[config.mk]
export PLATFORM = sky130hd
export DESIGN_NAME = aes_gcm_phase_scheduler
export DESIGN_NICKNAME = d
export VERILOG_FILES = /design/src/rtl/aes_gcm_pkg.sv /design/src/rtl/aes_gcm_phase_scheduler.sv
export SDC_FILE = /design/constraint.sdc
export NUM_CORES = 1
export LEC_CHECK = 0
export CELL_PAD_IN_SITES_DETAIL_PLACEMENT = 1
export CELL_PAD_IN_SITES_GLOBAL_PLACEMENT = 2
export CORE_ASPECT_RATIO = 2
export CORE_UTILIZATION = 26
export DETAILED_ROUTE_END_ITERATION = 7
export PLACE_DENSITY = 0.86
export SYNTH_ARGS = -nofsm -noshare
export SYNTH_HDL_FRONTEND = slang
export SYNTH_SLANG_ARGS = --single-unit
export TNS_END_PERCENT = 1
[constraint.sdc]
create_clock -name clk -period 4.01 [get_ports clk]
set_input_delay 0.401 -clock clk [delete_from_list [all_inputs] [get_ports clk]]
set_output_delay 0.401 -clock clk [all_outputs]
set_load 0.05 [all_outputs]
[src/rtl/aes_gcm_pkg.sv]
// Shared definitions for the AES-GCM pipeline: phase codes, block width,
// the pipeline latency and the GCM 32-bit counter increment.
package aes_gcm_pkg;

   localparam int BLK_W            = 128;
   localparam int GCM_PIPE_LATENCY = 11;

   typedef enum logic [2:0] {
      PH_NOP  = 3'd0,
      PH_HKEY = 3'd1,
      PH_J0   = 3'd2,
      PH_AAD  = 3'd3,
      PH_TEXT = 3'd4,
      PH_LEN  = 3'd5
   } phase_t;

   typedef enum logic [2:0] {
      ST_IDLE,
      ST_HKEY,
      ST_J0,
      ST_AAD,
      ST_TEXT,
      ST_LEN,
      ST_DRAIN
   } state_t;

   // GCM inc32: only the rightmost 32 bits count, wrapping mod 2^32.
   function automatic logic [BLK_W-1:0] inc32(input logic [BLK_W-1:0] b);
      return {b[BLK_W-1:32], b[31:0] + 32'd1};
   endfunction

endpackage

[src/rtl/aes_gcm_phase_scheduler.sv]
// Issues one AES-GCM pipeline slot per cycle for a job (HKEY, J0, AAD, TEXT,
// LEN), inserting NOP bubbles when input data is missing, then drains.
module aes_gcm_phase_scheduler
   import aes_gcm_pkg::*;
#(
   parameter int PIPE_LATENCY = GCM_PIPE_LATENCY,
   parameter int CNT_W        = 16
) (
   input  logic              clk,
   input  logic              rst_n,
   input  logic              i_start,
   input  logic [BLK_W-1:0]  i_j0,
   input  logic [CNT_W-1:0]  i_aad_blocks,
   input  logic [CNT_W-1:0]  i_pt_blocks,
   input  logic              i_data_valid,
   input  logic [BLK_W-1:0]  i_data,
   output logic              o_data_ready,
   output logic [2:0]        o_phase,
   output logic [BLK_W-1:0]  o_block,
   output logic [BLK_W-1:0]  o_cb,
   output logic [BLK_W-1:0]  o_instance_size,
   output logic              o_busy,
   output logic              o_done,
   output state_t            o_dbg_state
);

   localparam int DW = $clog2(PIPE_LATENCY + 1);

   state_t           state;
   logic [BLK_W-1:0] j0;
   logic [BLK_W-1:0] cb;
   logic [CNT_W-1:0] aad_rem;
   logic [CNT_W-1:0] pt_rem;
   logic [DW-1:0]    drain_cnt;

   // Handshake: a data block transfers on a rising edge where both
   // i_data_valid and o_data_ready are high; there is no other transfer.
   // Ready depends on state only, so the source may see it before deciding.
   assign o_data_ready = (state == ST_AAD) || (state == ST_TEXT);
   assign o_dbg_state  = state;

   always_ff @(posedge clk or negedge rst_n) begin
      if (!rst_n) begin
         state           <= ST_IDLE;
         j0              <= '0;
         cb              <= '0;
         aad_rem         <= '0;
         pt_rem          <= '0;
         drain_cnt       <= '0;
         o_phase         <= PH_NOP;
         o_block         <= '0;
         o_cb            <= '0;
         o_instance_size <= '0;
         o_busy          <= 1'b0;
         o_done          <= 1'b0;
      end else begin
         o_done  <= 1'b0;
         o_phase <= PH_NOP;
         o_block <= '0;
         o_cb    <= '0;
         case (state)
            ST_IDLE: begin
               // A start landing on the done pulse is dropped on purpose.
               if (i_start && !o_done) begin
                  j0              <= i_j0;
                  aad_rem         <= i_aad_blocks;
                  pt_rem          <= i_pt_blocks;
                  o_instance_size <= {64'(i_aad_blocks) << 7, 64'(i_pt_blocks) << 7};
                  cb              <= inc32(i_j0);
                  o_busy          <= 1'b1;
                  state           <= ST_HKEY;
               end
            end
            ST_HKEY: begin
               o_phase <= PH_HKEY;
               state   <= ST_J0;
            end
            ST_J0: begin
               o_phase <= PH_J0;
               o_cb    <= j0;
               if (aad_rem != '0)     state <= ST_AAD;
               else if (pt_rem != '0) state <= ST_TEXT;
               else                   state <= ST_LEN;
            end
            ST_AAD: begin
               if (i_data_valid) begin
                  o_phase <= PH_AAD;
                  o_block <= i_data;
                  aad_rem <= aad_rem - CNT_W'(1);
                  if (aad_rem == CNT_W'(1))
                     state <= (pt_rem != '0) ? ST_TEXT : ST_LEN;
               end
            end
            ST_TEXT: begin
               if (i_data_valid) begin
                  o_phase <= PH_TEXT;
                  o_block <= i_data;
                  o_cb    <= cb;
                  cb      <= inc32(cb);
                  pt_rem  <= pt_rem - CNT_W'(1);
                  if (pt_rem == CNT_W'(1)) state <= ST_LEN;
               end
            end
            ST_LEN: begin
               o_phase   <= PH_LEN;
               o_block   <= o_instance_size;
               // Loaded one short so done lands PIPE_LATENCY cycles after the LEN slot.
               drain_cnt <= DW'(PIPE_LATENCY - 1);
               state     <= ST_DRAIN;
            end
            ST_DRAIN: begin
               if (drain_cnt == '0) begin
                  o_done <= 1'b1;
                  o_busy <= 1'b0;
                  state  <= ST_IDLE;
               end else begin
                  drain_cnt <= drain_cnt - DW'(1);
               end
            end
            default: state <= ST_IDLE;
         endcase
      end
   end

endmodule

==> summary.txt, run 1 <==
Outcome
  – Status: complete, no violations

Synthesis
  – Ys async rst share: 1.00
  – Main synth FF type: dfrtp_1
  – Number of synthesized flops with an enable pin: 0
  – Post-synthesis sequential area ratio: 0.612
  – Synth Instances: 2388
  – Synthesis Warnings: 0
  – Synth Register Bits: 588
  – Mean Syn Cell Area: 10.1 sq um
  – Netlist cell types: 66
  – Post-Syn Area: 24000 sq um

Place
  – Post-Place Cells: 4073
  – Post-DP Area: 31100 sq um
  – # port buffers: 588
  – Final HPWL DP: 65.6 mm
  – RD Place Congestion: 0.845
  – Pre-CTS setup slack: 0.566 ns

Floorplanning
  – Row count: 157
  – Core ar.: 91500 sq um
  – Initial Util: 0.263
  – Die X: 217 um
  – Die extent in y: 432 um
  – Number of I/O pins: 685
  – DIE AREA: 93800 sq um

Final layout
  – FF+latch area: 14700 sq um
  – Final #Nets: 3239
  – Final core utilization: 0.363
  – Most frequent cells in the layout: nand2_1 (738), clkdlybuf4s50_1 (586), dfrtp_1 (585), a22o_1 (161), and3_1 (107)
  – Area delta synth->final: 38.2%
  – FILL cells: 10300
  – Commonest non-fill, non-tap cell in the layout: nand2_1
  – Final std cells w/o fill: 4181
  – Area of the multi-input gates: 8370 sq um
  – Share of cells above drive strength 1: 0.0599
  – Design Area, Final: 33200 sq um

Pwr
  – P per Cell Area: 757 nW/um^2
  – Internal power: 14.7 mW
  – Sequential power share: 0.376
  – PnR Total Power: 25.2 mW
  – Sw Ratio: 0.414
  – Clk network pwr share: 0.243
  – Peak supply drop: 0.000451 V
  – LEAKAGE: 15.9 nW
  – Gate power share: 0.381
  – Switching pwr: 10.4 mW

Timing
  – Final setup vio count: 0
  – Slew HR: 0.311
  – Post-layout min period: 3.48 ns
  – Pins Over Slew Limit: 0
  – Final setup margin: 0.528 ns
  – RSZ-0062 raised after global routing: no
  – Achievable Freq: 287 MHz
  – Least-Margin Pin Slew: 1.03 ns
  – Hold_ws: 0.123 ns
  – Final hold vios: 0
  – Period utilisation layout: 0.868
  – Fin Setup TNS: 0 ns
  – Fin Clk Skew: 0.0554 ns

Route
  – Vias: 19800
  – Final WL: 90.5 mm
  – Drt wl/cell: 21.6 um
  – Antenna Nets Post-Route: 0
  – Initial DRC count: 855
  – Avg Vias per Cell: 4.74
  – DRC violations left: 0
  – First drt pass iteration count: 5

CTS
  – Clock Pin Slew Worst Setup and Hold Paths: 0.07 ns
  – CTS sink cnt: 588
  – Clock Latency Late Sink: 0.67 ns
  – Post-cts resize count: 0
  – Clk buf depth: 3
  – Total CTS buffers: 56
  – # H-tree levels: 2
  – Root buf cell: clkbuf_16
  – TritonCTS clock tree: built

GRT
  – Vias in the first global route: 21200
  – Initial antenna violation count: 24
  – Tot GR Track Use: 0.192
  – First-pass GRT wire length: 135 mm
  – Largest net degree at the start of global routing: 127
  – GRT overflow: 0

Worst setup path
  – Crit-path max FO: 85
  – Critical path capture point type: output port
  – CP startpoint kind: register
  – Worst path arrival time: 3.08 ns
  – FF-to-FF path depth: 10
  – Critical path type: register to output port
  – Critical Path RT: 3.61 ns

Hold path
  – Hold Path Stages: 3
  – Hold WC Path Type: input pin to register

Run
  – Max-Cap Viols: 0
path summary, 6_finish.rpt:
kind | from | end | slack [ns]
max | o_dbg_state[0]$_DFFE_PN0P_ | o_data_ready | 0.53
max reg2reg | o_dbg_state[2]$_DFFE_PN0P_ | cb[16]$_DFFE_PN0P_ | 0.59
max in group asynchronous | rst_n | j0[124]$_DFFE_PN0P_ | 2.44
min | i_data_valid | o_phase[2]$_DFF_PN0_ | 0.12
min reg2reg | j0[35]$_DFFE_PN0P_ | j0[35]$_DFFE_PN0P_ | 0.47
min in group asynchronous | rst_n | o_block[123]$_DFF_PN0_ | 0.42
routing by layer:
layer | GRT usage | share of wire
met1 | 0.185 | 0.33
met2 | 0.345 | 0.51
met3 | 0.0864 | 0.11
met4 | 0.0854 | 0.043
met5 | 0 | 0.0027
critical path, stage by stage (launching register included):
cell and delay, ns:
dfrtp_2 0.43, buf_4 0.20, or3b_4 0.48, buf_12 0.25, nand2_2 0.13, clkdlybuf4s50_1 0.87
synth_stat cells, types with 12 or more instances:
master      n  area, sq um
buf_4      96          721
o22ai_1    15         93.8
inv_1      15         56.3
nand4_1    12         75.1
nand3_1    43          215
clkbuf_1  136          510
nor4_1     14         87.6
dfrtp_1   588        14700
o21ai_0    70          350
a21oi_1   104          521
and2_1     12         75.1
a22o_1    161         1410
and3_1    107          669
nor3_1     27          135
nor2_1     74          278
nand2_1   740         2780
final cells by class:
class	instances	share of cell area
Antenna cell	3	0.000226
Sequential cell	588	0.443
Timing Repair Buffer	649	0.195
Clock inverter	31	0.0158
Multi-Input combinational cell	1630	0.252
Inverter	15	0.00169
Clock buffer	73	0.0471
Tap cell	1192	0.0449
cell families after synthesis:
logic type      count (synthesis)  share of synthesized area
fa+ha+maj                       7                    0.00364
mux                            12                    0.00510
buf+inv                       265                     0.0568
flops                         588                      0.612
xor+xnor                        4                    0.00146
compound gates                432                      0.126
other cells                     1                   0.000156
simple gates                 1079                      0.194
flip-flops by register name, summed over array words and instances, names as in the netlist:
| register | cells |
|---|---|
| o_cb | 128 |
| j0 | 128 |
| o_dbg_state | 3 |
| aad_rem | 16 |
| pt_rem | 16 |
| cb | 128 |
| o_instance_size | 32 |
| o_phase | 3 |
| drain_cnt | 4 |
| o_busy | 1 |
| o_done | 1 |
| o_block | 128 |
power by group through the flow:
stage | Sequential, mW | Combinational, mW | Clock, mW
after floorplan | 11.8 | 3.57 | 0
after global placement | 9.50 | 9.57 | 0
after detailed placement | 9.59 | 9.72 | 0
after CTS | 9.49 | 9.77 | 6.32
after global routing | 9.73 | 10.4 | 6.49
final | 9.47 | 9.59 | 6.11
what timing repair did:
action | in CTS | in global routing
hold buffers | 1 | 0
endpoints found under the hold margin | 82 | 0
setup buffers | 0 | 0
(Power assumes the default switching activity.)
==> run 2, diff against run 1 <==
CORE_MARGIN = 2   (was not set)
==> run 2 against run 1 <==
  * Fmax decreased by 4.0%
  * First-iteration DRC count increased by 2.3%
  * Critical path type is now register to register
  * Clock power decreased by 7.4%
  * Critical path depth increased by 5
  * Largest cell class unchanged
  * Largest power group unchanged
==> summary.txt, run 2 (synthesis gave the netlist of run 1 again) <==
CTS
  – Clock Pin Slew Worst Setup and Hold Paths: 0.07 ns
  – # H-tree levels: 2
  – Clk buf depth: 3
  – Total CTS buffers: 56
  – Post-cts resize count: 0
  – Root buf cell: clkbuf_16
  – CTS sink cnt: 588
  – TritonCTS clock tree: built
  – Post-CTS setup buffers: 0
  – Clock Latency Late Sink: 0.66 ns

Pwr
  – LEAKAGE: 15.7 nW
  – Internal power: 14.3 mW
  – Gate power share: 0.389
  – Sw Ratio: 0.420
  – Clk network pwr share: 0.229
  – Sequential power share: 0.382
  – P per Cell Area: 749 nW/um^2
  – Switching pwr: 10.4 mW
  – Peak supply drop: 0.000418 V

Worst setup path
  – Critical path capture point type: register
  – Worst path arrival time: 4.17 ns
  – Family with the most delay on the worst path: simple AND/OR/NAND/NOR gates
  – CP startpoint kind: register
  – R2r setup slk: 0.38 ns
  – Crit-path max FO: 14
  – Crit path buf inv count: 0
  – Critical path type: register to register
  – Crit path launch: o_dbg_state[1]$_DFFE_PN0P_
  – Critical path cell sequence: nor3b_4, nand2_1, nand2_1, ha_1, nand3_1, or4_1, a21bo_2, or4_1, nor4_1, nor3_1
  – CP max-delay cell: or4_1
  – CP max stage delay: 0.61 ns
  – FF-to-FF path depth: 10
  – Reg-to-Reg End: cb[26]$_DFFE_PN0P_
  – Critical Path RT: 4.56 ns
  – R2r startpoint: o_dbg_state[1]$_DFFE_PN0P_

Run
  – Max-Cap Viols: 0

GRT
  – Vias in the first global route: 21200
  – Largest net degree at the start of global routing: 135
  – Tot GR Track Use: 0.189
  – First-pass GRT wire length: 135 mm
  – Initial antenna violation count: 22
  – GRT overflow: 0

Final layout
  – FILL cells: 10300
  – Share of cells above drive strength 1: 0.0545
  – Most frequent cells in the layout: nand2_1 (738), clkdlybuf4s50_1 (586), dfrtp_1 (585), a22o_1 (161), and3_1 (107)
  – Final #Nets: 3227
  – Area of the multi-input gates: 8370 sq um
  – Area delta synth->final: 37.1%
  – FF+latch area: 14700 sq um
  – Commonest non-fill, non-tap cell in the layout: nand2_1
  – Final core utilization: 0.360

Route
  – Final WL: 90.7 mm
  – DRC violations left: 0
  – Drt wl/cell: 21.8 um
  – First drt pass iteration count: 5
  – WL met2: 47.1 mm
  – Avg Vias per Cell: 4.76
  – Met1 WL: 30.6 mm
  – Antenna Nets Post-Route: 0
  – Initial DRC count: 875
  – Vias: 19800
  – Routed met3 length: 9.07 mm
  – Max layer used: met5

Timing
  – Fin Clk Skew: 0.0358 ns
  – Final setup vio count: 0
  – Final setup margin: 0.383 ns
  – Post-layout min period: 3.63 ns
  – Pins Over Slew Limit: 0
  – Period utilisation layout: 0.904
  – Final hold vios: 0
  – Slew HR: 0.352
  – Achievable Freq: 276 MHz
  – RSZ-0062 raised after global routing: no
  – Fin Setup TNS: 0 ns
  – Least-Margin Pin Slew: 0.972 ns

Floorplanning
  – Row count: 157
  – Die extent in y: 434 um
  – Number of I/O pins: 685
  – Initial Util: 0.263
  – Die X: 219 um
  – DIE AREA: 95100 sq um
  – Core ar.: 91500 sq um

Hold path
  – Min-delay src: i_data_valid
  – Hold Path Stages: 3
  – Hold WC Path Type: input pin to register
  – Hold endpoint: o_phase[2]$_DFF_PN0_

Place
  – # port buffers: 588
  – Final HPWL DP: 66.1 mm
  – RD Place Congestion: 0.839
  – Pre-CTS setup slack: 0.327 ns

Outcome
  – Status: complete, no violations
## run 2: worst max-delay path by stage
stage | end | slack, ns | depth (start not counted)
detailed placement | cb[26]$_DFFE_PN0P_ | 0.33 | 10
global route | cb[26]$_DFFE_PN0P_ | 0.07 | 10
floorplan | cb[26]$_DFFE_PN0P_ | 0.007 | 15
finish | cb[26]$_DFFE_PN0P_ | 0.38 | 10
global placement | cb[26]$_DFFE_PN0P_ | 0.38 | 10
CTS | cb[26]$_DFFE_PN0P_ | 0.32 | 10
## run 2: worst reg2reg max path, delay by kind of cell (launching register included)
kind / cells / cell delay (ns)
AOI/OAI and AO/OA: 1 / 0.28
adders and majority gates: 1 / 0.38
DFF: 1 / 0.51
and+or+nand+nor: 8 / 2.35
## run 2: repair_timing
action / in CTS / in global routing
hold endpoints to repair: 69 / 0
setup endpoints to repair: 0 / 0
hold buffers: 1 / 0
## run 2: stage by stage
step,cell area (sq um),cells,power [mW],hold slack [ns]
2_1_floorplan,24400,2483,15.4,0.105
3_3_place_gp,31000,4061,19.0,0.457
3_5_place_dp,31000,4061,19.3,0.463
4_1_cts,33000,4164,25.1,0.185
5_1_grt,33000,4164,26.2,0.172
6_report,33000,4165,24.7,0.214
## run 2: area by class of cell
type                            count  area share
Antenna cell                        1   0.0000759
Clock buffer                       74      0.0473
Clock inverter                     28      0.0113
Inverter                           15     0.00171
Multi-Input combinational cell   1630       0.254
Sequential cell                   588       0.446
Tap cell                         1192      0.0452
Timing Repair Buffer              637       0.194
## run 2: power groups by stage
stage               Sequential (mW)  Combinational, mW  Clock (mW)
CTS                            9.47               9.78        5.86
finish                         9.44               9.59        5.66
floorplan                      11.8               3.57           0
global route                   9.71               10.4        6.05
global placement               9.47               9.55           0
detailed placement             9.57               9.72           0
## run 2: layer usage
metal,global-route usage,vias up
met3,0.0746,198
met5,0,-
met4,0.0752,40
met2,0.350,735
li1,-,8984
met1,0.186,9872
==> RTL edit 1, RTL diff (config.mk and constraints of run 2) <==
The parameter `CNT_W` goes from 16 to 14.
--- a/src/rtl/aes_gcm_phase_scheduler.sv
+++ b/src/rtl/aes_gcm_phase_scheduler.sv
@@ -6,3 +6,3 @@
    parameter int PIPE_LATENCY = GCM_PIPE_LATENCY,
-   parameter int CNT_W        = 16
+   parameter int CNT_W        = 14
 ) (
Interface: changed (resized i_aad_blocks and i_pt_blocks); port bits go from 685 to 681. The function was not compared with the original's and may differ.
==> RTL edit 1 against run 2 <==
  * Setup slack better by 28 ps
  * Total power is 4.1% higher
  * Routed wire length is 4.3% lower
  * Core utilization is 0.19 points higher
  * Area after synthesis is 1.3% lower
  * Clock power hardly changed
  * Sequential cell count is 8 lower
  * Cell area is 0.76% lower
==> RTL edit 1: results (changes against run 2) <==
* CP arrival at 3200 ps (-970 ps)
* Seq/Total Area, Yosys at 61.1% (-0.066 points)
* Vias in the first global route at 20,900 (-1.5%)
* Area post-placement at 30,700 um2 (-0.97%)
* Final WL at 86,800 um (-4.3%)
* Outcome: finished clean
* Largest net degree at the start of global routing at 125 (-7.4%)
* Met2 WL at 43,700 um (-7.3%)
* Proportion of layout cells with a drive suffix above 1 at 6.49% (+1.0 points)
* Commonest cells in the netlist: nand2_1 (738), dfrtp_1 (580), a22o_1 (153)
* Total track usage at 18.2% (-0.69 points)
* Placer congestion estimate at 0.830 (-1.0%)
* WL met1 at 31,100 um (+1.6%)
* P_int at 14,600 uW (+2.1%)
* Top cell family by delay on the critical path: buffers and inverters
* Synth cell types at 63 (-4.5%)
* Cell depth of the worst setup path at 4 (-6)
* Worst r2r dst: cb[18]
* CP max stage delay at 950 ps (+340 ps)
* M1 GR Usage at 19.5% (+0.88 points)
* Hold Slack at 136 ps (-77.6 ps)
* Hold path endpoint: o_phase[0]
* CP Max Fanout at 41 (+27)
* Met3 wire len at 8740 um (-3.6%)
* Worst-path cell with the longest stage delay: clkdlybuf4s50_1
* Cts bufs inserted at 57 (+1.8%)
* Hpwl dp at 63,200 um (-4.4%)
* R2R cell count at 11 (+1)
* Worst vdd ir at 0.409 mV (-2.3%)
* Vias at 19,500 (-1.5%)
* Max_slew headroom at 21.6% (-14 points)
* Global Route met3 Usage at 7.10% (-0.36 points)
* Clk_skew at 29.7 ps (-6.08 ps)
[RTL edit 1: per-stage QoR]
| step | setup slack, ps | cells |
|---|---|---|
| detailed placement | 589 | 4034 |
| floorplan | 95.7 | 2461 |
| global placement | 683 | 4034 |
| global route | 199 | 4144 |
| CTS | 331 | 4143 |
| finish | 412 | 4146 |
[RTL edit 1: worst register-to-register path: stages, from the launching register on]
cell and delay [ps]:
dfrtp_2 550, or3b_4 340, nand2_1 80, nand2_1 90
ha_1 400, nand4_1 170, nor4_2 400, o22ai_1 380
buf_4 270, nor2_1 210, o21ai_0 120, a221oi_1 350
[RTL edit 1: layout make-up]
class / instances / area [um2] / area share [%]
inverters: 16 / 60.1 / 0.184
flip-flops and latches: 580 / 14500 / 44.4
well taps: 1185 / 1480 / 4.53
multi-input cells: 1615 / 8280 / 25.3
diodes: 3 / 7.51 / 0.0229
repair buffers: 639 / 6390 / 19.5
clock buffers: 80 / 1700 / 5.18
clock inverters: 28 / 280 / 0.857
[RTL edit 1: kinds of logic (layout without fill, tap and decap cells)]
logic type                 after synthesis  in the layout  synth area share, %
and+or+nand+nor                       1086           1086                 19.9
DFF                                    580            580                 61.1
AOI/OAI and AO/OA                      402            402                 11.9
buffers and inverters                  266            763                 5.84
muxes                                   17             17                0.743
adders and majority gates                7              7                0.369
xor gates and xnor gates                 3              3                0.111
other                                    1            103               0.0158
[RTL edit 1: power groups by stage]
stage,sequential (uW),clock (uW),combinational (uW)
2_1_floorplan,12000,0,4040
3_3_place_gp,9520,0,10500
3_5_place_dp,9620,0,10600
4_1_cts,9530,5870,10700
5_1_grt,9770,6040,11400
6_report,9500,5660,10500
[RTL edit 1: repair_timing]
item,in CTS,in global routing
hold endpoints to repair,80,0
setup endpoints to repair,0,0
buffers inserted,0,0
hold buffers,1,0
==> RTL edit 2, RTL diff (settings of run 2) <==
Without the edit above. Register the output `o_dbg_state` once more, without a reset; this adds one clock of latency there. The other outputs are not delayed to match.
--- a/src/rtl/aes_gcm_phase_scheduler.sv
+++ b/src/rtl/aes_gcm_phase_scheduler.sv
@@ -39,3 +39,5 @@
    assign o_data_ready = (state == ST_AAD) || (state == ST_TEXT);
-   assign o_dbg_state  = state;
+   always_ff @(posedge clk) begin
+      o_dbg_state <= state;
+   end
 
Behaviour: not the same (Yosys sat finds a counterexample within 4 cycles, from zero or initial values and one cycle with rst_n low).
==> RTL edit 2 against run 2 <==
  * First-iteration DRC count is 26% higher
  * Final cell count is 0.34% higher
  * Via count is 0.68% higher
  * Cell area is 0.59% higher
  * Worst hold slack better by 95 ps
  * Total power is 1.5% higher
  * Sequential power is 0.6% higher
  * Routed wire length is 1.4% higher
  * Synthesized cell count is 0.13% higher
  * Setup slack better by 300 ps
  * Count of clock-buffer cells in the layout is 2 lower
  * Sequential cell count is 3 higher
  * Area after synthesis is 0.25% higher
  * Largest cell class unchanged
  * Largest power group unchanged
  * Highest routed layer unchanged
==> RTL edit 2: results (changes against run 2) <==
* Outcome: finished clean
* Hpwl dp at 65,800 um (-0.39%)
* Hold path endpoint: j0[92]
* Net count, final at 3,228 (+0.031%)
* R2R cell count at 12 (+2)
* Leakage at 0.0158 uW (+0.55%)
* CP arrival at 3860 ps (-310 ps)
* P_int at 14,600 uW (+2.1%)
* Met2 Use GR at 32.6% (-2.5 points)
* Area share of the largest cell type after synthesis at 61.0% (-0.15 points)
* Proportion of layout cells with a drive suffix above 1 at 5.29% (-0.16 points)
* Seq/Total Area, Yosys at 61.3% (+0.097 points)
* Met3 wire len at 10,800 um (+19%)
* Total track usage at 18.9% (-0.078 points)
* WL met1 at 34,000 um (+11%)
* Mean Syn Cell Area at 10.1 um2 (+0.12%)
* Clock power frac at 23.6% (+0.7 points)
* Worst vdd ir at 0.441 mV (+5.6%)
* Largest net degree at the start of global routing at 102 (-24%)
* Max_slew headroom at 36.0% (+0.87 points)
* Final WL at 92,000 um (+1.4%)
* Design Power at 25,100 uW (+1.5%)
* CP Max Fanout at 15 (+1)
* Vias per cell at 4.78 (+0.34%)
* Met2 WL at 44,300 um (-6.1%)
* Comb pwr share at 38.5% (-0.4 points)
* Placer congestion estimate at 0.829 (-1.3%)
* Area contributors post-synth: dfrtp_1 (61%), nand2_1 (12%), a22o_1 (5.8%), buf_4 (3.0%), and3_1 (2.8%)
* Placed insts at 4,070 (+0.22%)
* Top cell family by delay on the critical path: compound AO/OA/AOI/OAI gates
* Post-Place Worst Slack at 512 ps (+185 ps)
* Global Route met3 Usage at 8.07% (+0.61 points)
* M1 GR Usage at 21.0% (+2.4 points)
* Synth cell types at 67 (+1.5%)
* Reg-to-reg startpoint: state[0]
## RTL edit 2: changes by cell type in the layout (fill, tap and decap cells not counted), sizes merged
| cell | change |
|---|---|
| diode | +8 |
| buf | -1 |
| clkbuf | -2 |
| bufinv | +4 |
| dfxtp | +3 |
| clkinv | -1 |
| inv | +1 |
| clkdlybuf4s50 | -1 |
| clkinvlp | -5 |
## RTL edit 2: cell type report
type                    count  area (um2)
inverters                  15        56.3
diodes                      9        22.5
clock inverters            27         465
clock buffers              72        1540
multi-input cells        1630        8370
well taps                1200        1500
flip-flops and latches    591       14800
fillers                 10300       59200
repair buffers            635        6430
## RTL edit 2: what timing repair did
item	4_1_cts	5_1_grt
hold buffers	1	0
setup endpoints to repair	0	0
hold endpoints to repair	76	0
gates resized for setup	0	0
## RTL edit 2: kinds of logic (layout without fill, tap and decap cells)
group	count (synthesis)	count (layout)	synth area share, %
other	1	105	0.0156
buffers and inverters	265	749	5.66
adder cells (fa/ha/maj)	7	7	0.363
AO/OA/AOI/OAI	432	432	12.6
multiplexers	12	12	0.509
XOR/XNOR	4	4	0.145
flip-flops	591	591	61.3
AND/OR/NAND/NOR	1079	1079	19.4
## RTL edit 2: per-stage QoR
stage	utilization, %	cell area (um2)
2_1_floorplan	-	24500
6_report	35.9	33200
3_5_place_dp	33.7	31100
4_1_cts	35.9	33100
5_1_grt	35.9	33100
3_3_place_gp	33.7	31100
## RTL edit 2: worst max-delay path by stage
stage	start	endpoint	slack (ps)	cells past startpoint
finish	state[0]	cb[28]	680	12
global route	state[0]	cb[26]	460	12
CTS	state[0]	cb[26]	630	12
detailed placement	i_j0[1]	cb[26]	510	11
global placement	i_j0[1]	cb[26]	560	11
floorplan	state[0]	cb[26]	7	15
